$ cat src/rtl/fp_int_to_fp.sv
// fp_int_to_fp: sequential signed 16-bit integer to 13-bit float converter.
// Result format is {sign, exp[3:0], frac[7:0]}, value = (-1)^sign * 0.frac * 2^exp,
// with an explicit leading one in frac[7]. Normalization shifts one bit per cycle,
// followed by a single rounding cycle. Saturating results raise ovf.
module fp_int_to_fp #(
    parameter bit ROUND_EN = 1'b1
) (
    input  logic        clk,
    input  logic        reset,
    input  logic        in_valid,
    output logic        in_ready,
    input  logic [15:0] int_in,
    output logic        out_valid,
    input  logic        out_ready,
    output logic        sign_out,
    output logic [3:0]  exp_out,
    output logic [7:0]  frac_out,
    output logic        ovf
);

    typedef enum logic [1:0] {
        IDLE  = 2'd0,
        NORM  = 2'd1,
        ROUND = 2'd2,
        DONE  = 2'd3
    } state_t;

    state_t      state;
    state_t      state_next;

    logic        sign_reg;
    logic [15:0] mag;
    logic [4:0]  exp_reg;

    // Rounding datapath, only consumed in ROUND
    logic [7:0]  frac_trunc;
    logic        guard_bit;
    logic        round_bit;
    logic        sticky_bit;
    logic        round_up;
    logic [8:0]  frac_sum;
    logic [7:0]  frac_rounded;
    logic [4:0]  exp_rounded;

    // Magnitude of the incoming integer; -32768 naturally wraps to 0x8000
    logic [15:0] abs_in;

    // Absolute value of the input word
    always_comb begin
        abs_in = int_in;
        if (int_in[15]) begin
            abs_in = (~int_in) + 16'd1;
        end
    end

    // Guard/round/sticky rounding with carry-out renormalization
    always_comb begin
        frac_trunc   = mag[15:8];
        guard_bit    = mag[7];
        round_bit    = mag[6];
        sticky_bit   = |mag[5:0];
        round_up     = ROUND_EN && guard_bit && (round_bit || sticky_bit || frac_trunc[0]);
        frac_sum     = {1'b0, frac_trunc} + {8'd0, round_up};
        frac_rounded = frac_trunc;
        exp_rounded  = exp_reg;
        if (frac_sum[8]) begin
            frac_rounded = 8'h80;
            exp_rounded  = exp_reg + 5'd1;
        end else begin
            frac_rounded = frac_sum[7:0];
        end
    end

    // State register
    always_ff @(posedge clk) begin
        if (reset) begin
            state <= IDLE;
        end else begin
            state <= state_next;
        end
    end

    // Next-state logic and handshake outputs
    always_comb begin
        state_next = state;
        in_ready   = 1'b0;
        out_valid  = 1'b0;
        case (state)
            IDLE: begin
                in_ready = 1'b1;
                if (in_valid) begin
                    state_next = NORM;
                end
            end
            NORM: begin
                if ((mag == 16'd0) || mag[15]) begin
                    state_next = ROUND;
                end
            end
            ROUND: begin
                state_next = DONE;
            end
            DONE: begin
                out_valid = 1'b1;
                if (out_ready) begin
                    state_next = IDLE;
                end
            end
            default: state_next = IDLE;
        endcase
    end

    // Datapath: capture, shift-normalize, and load the rounded result
    always_ff @(posedge clk) begin
        if (reset) begin
            sign_reg <= 1'b0;
            mag      <= 16'd0;
            exp_reg  <= 5'd0;
            sign_out <= 1'b0;
            exp_out  <= 4'd0;
            frac_out <= 8'd0;
            ovf      <= 1'b0;
        end else begin
            case (state)
                IDLE: begin
                    if (in_valid) begin
                        sign_reg <= int_in[15];
                        mag      <= abs_in;
                        exp_reg  <= 5'd16;
                    end
                end
                NORM: begin
                    if ((mag != 16'd0) && !mag[15]) begin
                        mag     <= {mag[14:0], 1'b0};
                        exp_reg <= exp_reg - 5'd1;
                    end
                end
                ROUND: begin
                    if (mag == 16'd0) begin
                        sign_out <= 1'b0;
                        exp_out  <= 4'd0;
                        frac_out <= 8'd0;
                        ovf      <= 1'b0;
                    end else if (exp_rounded >= 5'd16) begin
                        sign_out <= sign_reg;
                        exp_out  <= 4'hF;
                        frac_out <= 8'hFF;
                        ovf      <= 1'b1;
                    end else begin
                        sign_out <= sign_reg;
                        exp_out  <= exp_rounded[3:0];
                        frac_out <= frac_rounded;
                        ovf      <= 1'b0;
                    end
                end
                default: begin
                end
            endcase
        end
    end

endmodule

$ cat config.mk
export PLATFORM = sky130hd
export DESIGN_NAME = fp_int_to_fp
export DESIGN_NICKNAME = d
export VERILOG_FILES = /design/src/rtl/fp_int_to_fp.sv
export SDC_FILE = /design/constraint.sdc
export NUM_CORES = 1
export LEC_CHECK = 0
export ABC_AREA = 1
export ABC_CLOCK_PERIOD_IN_PS = 4300
export CORE_MARGIN = 2
export CORE_UTILIZATION = 50
export DETAILED_ROUTE_END_ITERATION = 10
export GPL_ROUTABILITY_DRIVEN = 0
export HOLD_SLACK_MARGIN = 0.12
export PLACE_DENSITY = 0.74
export SYNTH_ARGS = -nofsm -noshare
export SYNTH_HDL_FRONTEND = slang
export SYNTH_SLANG_ARGS = --single-unit
$ cat constraint.sdc
create_clock -name clk -period 4.3 [get_ports clk]
set_clock_uncertainty 0.2 [all_clocks]
set_input_delay 0.43 -clock clk [delete_from_list [all_inputs] [get_ports clk]]
set_output_delay 0.43 -clock clk [all_outputs]
set_load 0.02 [all_outputs]
==> flow_metrics.tcl, run 1 <==
set metrics [dict create \
    status "complete, no violations" \
    arrival_ps 2930 \
    hpwl_mm 4.38 \
    avgSynthCellArea_sq_um 6.33 \
    yosys.area.top_type "dfxtp_1" \
    root_buffer "clkbuf_8" \
    timing.rr.start "state[1]$_SDFFE_PP0P_" \
    ys_seq_area_share_pct 29.4 \
    hp-start "sign_reg$_SDFFE_PP0P_" \
    fill_cells 494 \
    clock_tree.htree_level_count 2 \
    clk_latency_ps 290 \
    grt_usage_pct 21.4 \
    drc 0 \
    hold_path_class "reg2reg" \
    p_per_area_nw_per_um2 574 \
    max_stage_delay_ps 560 \
    fin_nets 465 \
    syn-instance-count 409 \
    largest_register_ffs 16 \
    slew_headroom_pct 55.6 \
    setup_viol 0 \
    synth_fp_nets 437 \
    die_y_microns 76.0 \
    start_util_pct 51.3 \
    cp_cell_sequence "inv_1 > ha_1 > inv_1 > nor2_1 > nand2_2 > nand2_4 > nand2_4 > inv_1 > nand3_1 > a21oi_2" \
    die_area_sq_um 5770 \
    drive_above_1_share_pct 6.42 \
    required_ps 4330 \
    ys_seq_elements 38 \
    ir_drop_mv 0.218 \
    ctsHoldBuffers 0 \
    end_kind "flop" \
    hold_depth 2 \
    wl_per_cell_microns 11.2 \
    ff2ff_path_depth 10 \
    crit_top_cell "inv_1" \
    drt-initial-drc-count 147 \
    drtPass1Iterations 4 \
    num_vias 2532 \
    synthArstFlopShare_pct 0 \
    leakagePower_nw 1.30 \
    whs_endpoint "sign_out$_SDFFE_PP0P_" \
    clock_tree.buffer_depth 2 \
    io_pins 36 \
    critPathMaxFanout 20 \
    cts_tree "yes" \
    grt_pass1_vias 2282 \
    wirelength_mm 5.68 \
    cts_resized 0 \
    postCtsSetupBuffers 0 \
    critPathKind "reg2reg" \
    syn_to_final_growth_pct 16.2 \
    insertedDiodeCount 0 \
    cts_buffers 5 \
    grt_max_degree 27 \
    synthFlopType "dfxtp_1" \
    tns_ps 0 \
    worst_setup_path_start_kind "flop" \
    finalHoldWorstSlack_ps 266 \
    cap_violations 0 \
    fmax_mhz 344 \
    tightestPinTransition_ps 664 \
    design.core.area_sq_um 5040 \
    r2r_slack_ps 1390 \
    crit_path_top_delay_cell "ha_1" \
    r2r-end "mag[0]$_SDFFE_PP0P_" \
    post-route-period-util_pct 67.6 \
    ant_nets 0 \
    synth_warnings 0 \
    mostFrequentLayoutCells "110 x nand2_1, 56 x nor2_1, 44 x inv_1, 38 x dfxtp_1, 36 x nand3_1" \
    rsz0062_at_grt "no" \
    fin_crit_ps 2910 \
    drv_slew 0 \
    grt_first_pass_wirelength_mm 10.3 \
    clock_sinks 38 \
    rows 26 \
    path_clk_slew_ps 70 \
    die_w_microns 76.0 \
    viasPerCell 5.00 \
    hold_viol 0 \
    layout_commonest_cell "nand2_1" \
    synth_area_sq_um 2590 \
    grt_antenna_before_repair 0 \
    overflow 0 \
    synth_area_leaders "dfxtp_1 29%, nand2_1 16%, nor2_1 8.1%" \
    ys_types 38 \
    synth.top_cell.area_share_pct 29.4 \
    multi_input_area_sq_um 1540 \
    synth_edf_count 0 \
    portBuffers 35 \
    seqCellArea_sq_um 761 \
]
## critical path, delay by kind of cell (launching register included)
| family | cells | cell delay (ps) |
|---|---|---|
| simple gates | 5 | 680 |
| buf+inv | 3 | 930 |
| fa+ha+maj | 1 | 560 |
| flops | 1 | 330 |
| compound gates | 1 | 140 |
## power breakdown
part	switching (mW)	leakage [nW]	total, mW	internal [mW]
Sequential	0.121	0.311	0.590	0.469
Clock	0.120	0.0431	0.244	0.124
Combinational	0.553	0.950	0.894	0.341
Total	0.794	1.30	1.73	0.934
## cells by family (layout without fill, tap and decap cells)
group           count (synthesis)  after routing  synth area share, %
compound gates                 64             64                 14.1
mux                             2              2                0.773
simple gates                  225            225                 37.2
flops                          38             38                 29.4
buf+inv                        61             88                 11.0
xor+xnor                       11             11                 3.72
fa+ha+maj                       8              8                 3.87
## cell usage after synthesis (2+ instances only)
cell,count
nand2_2,6
nand4_1,3
nand2_4,2
buf_4,2
nor2_1,56
nor3_1,4
inv_1,44
o21ai_1,2
o21ai_0,24
nand2_1,110
a31oi_1,5
xnor2_1,2
buf_6,2
clkbuf_1,5
a21oi_1,22
dfxtp_1,38
a21oi_2,6
xor2_1,9
buf_1,3
mux2i_1,2
ha_1,8
nor2_2,2
nand3_1,36
nand3b_1,2
## per-layer routing
metal,global-route usage [%],vias up,part of all wire (%)
met2,37.5,52,48
met4,6.73,0,1.6
met1,26.8,1111,46
met5,0,-,0
met3,3.57,8,3.6
li1,-,1361,-
## layout make-up
class | count | share of cell area [%]
Multi-Input combinational cell | 310 | 51.3
Sequential cell | 38 | 25.3
Timing Repair Buffer | 36 | 11.9
Inverter | 46 | 5.86
Tap cell | 70 | 2.91
Clock buffer | 6 | 2.74
## per-stage QoR
step	util, %	std cells	total power, mW	setup slack [ps]	area, sq um
floorplan	-	409	1.34	2470	2590
global placement	58.0	500	1.47	1440	2930
global route	59.7	506	1.90	999	3010
CTS	59.7	506	1.74	1340	3010
detailed placement	58.0	500	1.49	1360	2930
finish	59.7	506	1.73	1390	3010
## worst max-delay path by stage
stage                                startpoint                      end  slack [ps]
after floorplan           state[1]$_SDFFE_PP0P_  exp_reg[3]$_SDFFE_PP0P_        2470
after global placement    state[1]$_SDFFE_PP0P_      mag[9]$_SDFFE_PP0P_        1440
after detailed placement  state[1]$_SDFFE_PP0P_      mag[0]$_SDFFE_PP0P_        1360
after CTS                 state[1]$_SDFFE_PP0P_      mag[0]$_SDFFE_PP0P_        1340
after global routing      state[1]$_SDFFE_PP0P_      mag[3]$_SDFFE_PP0P_        1000
final                     state[1]$_SDFFE_PP0P_      mag[0]$_SDFFE_PP0P_        1390
Power figures use the tool's default switching activity.
==> run 2, diff against run 1 <==
Settings changed: ABC_CLOCK_PERIOD_IN_PS 4300 to 2800.
Clock period 4.3 ns to 2.8 ns, I/O delays scaled along.
==> run 2 against run 1 <==
  * Critical path depth down 1
  * Fmax up 33%
  * Sequential power grew 54%
  * Combinational power is 55% higher
  * Sequential cell count unchanged
  * Final cell count increased by 0.79%
  * Setup slack got worse by 780 ps
  * Clock power increased by 48%
==> flow_metrics.tcl, run 2 (synthesized netlist as in run 1, its figures left out) <==
set metrics [dict create \
    required_ps 2830 \
    ctsHoldBuffers 0 \
    arrival_ps 2210 \
    fill_cells 507 \
    path_clk_slew_ps 70 \
    layout_commonest_cell "nand2_1" \
    hold_depth 2 \
    fin_nets 468 \
    hold_path_class "reg2reg" \
    grt_antenna_before_repair 0 \
    drc 0 \
    die_y_microns 76.0 \
    hpwl_mm 4.33 \
    cap_violations 0 \
    rows 26 \
    clock_tree.buffer_depth 2 \
    clock_tree.htree_level_count 2 \
    design.core.area_sq_um 5040 \
    insertedDiodeCount 0 \
    seqCellArea_sq_um 761 \
    fmax_mhz 458 \
    layout.cells.non_filler 510 \
    portBuffers 35 \
    clk_latency_ps 290 \
    grt_first_pass_wirelength_mm 10.4 \
    ir_drop_mv 0.360 \
    drtPass1Iterations 4 \
    multi_input_area_sq_um 1540 \
    grt_pass1_vias 2395 \
    largest_register_ffs 16 \
    post-route-period-util_pct 78.0 \
    tns_ps 0 \
    drt-initial-drc-count 129 \
    wirelength_mm 5.62 \
    rsz0062_at_grt "no" \
    status "complete, no violations" \
    syn_to_final_growth_pct 17.0 \
    ant_nets 0 \
    drive_above_1_share_pct 7.05 \
    die_w_microns 76.0 \
    critPathKind "reg2reg" \
    slew_headroom_pct 64.8 \
    p_per_area_nw_per_um2 875 \
    start_util_pct 51.3 \
    die_area_sq_um 5770 \
    mostFrequentLayoutCells "110 x nand2_1, 56 x nor2_1, 44 x inv_1, 38 x dfxtp_1, 36 x nand3_1" \
    postCtsSetupBuffers 0 \
    tightestPinTransition_ps 528 \
    root_buffer "clkbuf_8" \
    cts_buffers 5 \
    hold_viol 0 \
    cts_tree "yes" \
    wl_per_cell_microns 11.0 \
    setup_viol 0 \
    viasPerCell 5.05 \
    worst_setup_path_start_kind "flop" \
    drv_slew 0 \
    leakagePower_nw 1.31 \
    cts_resized 0 \
    io_pins 36 \
    end_kind "flop" \
    clock_sinks 38 \
    ff2ff_path_depth 9 \
    dp_cells 503 \
    num_vias 2573 \
    critPathMaxFanout 20 \
    fin_crit_ps 2180 \
    grt_max_degree 26 \
    grt_usage_pct 21.3 \
    overflow 0 \
]
run 2: layout make-up:
class | instances | share of cell area, %
tap | 70 | 2.89
inverter | 46 | 5.82
clock buffer | 6 | 2.40
timing repair buffer | 39 | 12.6
sequential | 38 | 25.1
multi-input combinational | 310 | 51.0
clock inverter | 1 | 0.248
run 2: worst paths after layout:
path	start	endpoint	slack, ps
worst min register to register	exp_out[3]$_SDFFE_PP0P_	exp_out[3]$_SDFFE_PP0P_	270
worst min-delay path	exp_out[3]$_SDFFE_PP0P_	exp_out[3]$_SDFFE_PP0P_	270
worst max register to register	state[0]$_SDFFE_PP0P_	mag[13]$_SDFFE_PP0P_	620
worst max-delay path	state[0]$_SDFFE_PP0P_	mag[13]$_SDFFE_PP0P_	620
run 2: worst max-delay path, stage by stage, from the launching register on:
cell and delay [ps]:
dfxtp_1 380, inv_1 80, ha_1 270, inv_1 70
nor2_1 40, inv_1 150, nand2_4 170, inv_1 440
nand3_1 190, a21oi_2 140
run 2: report_power, final:
group / switching [mW] / internal, mW
clock: 0.190 / 0.171
sequential: 0.186 / 0.720
combinational: 0.849 / 0.536
total: 1.22 / 1.43
run 2: routing by layer:
metal	global-route usage [%]	wire, microns	vias to the layer above
li1	-	-	1372
met1	27.0	2640	1127
met2	37.0	2640	63
met3	2.86	227	11
met4	7.82	114	0
met5	0	0	-
run 2: per-stage QoR:
stage / hold slack (ps) / util [%] / area [sq um] / total power [mW] / worst slack (ps)
finish: 270 / 60.1 / 3030 / 2.65 / 615
global route: 293 / 60.1 / 3030 / 2.92 / 341
CTS: 274 / 60.1 / 3030 / 2.66 / 602
detailed placement: 262 / 58.5 / 2950 / 2.30 / 595
global placement: 252 / 58.5 / 2950 / 2.28 / 595
floorplan: 199 / - / 2590 / 2.05 / 967
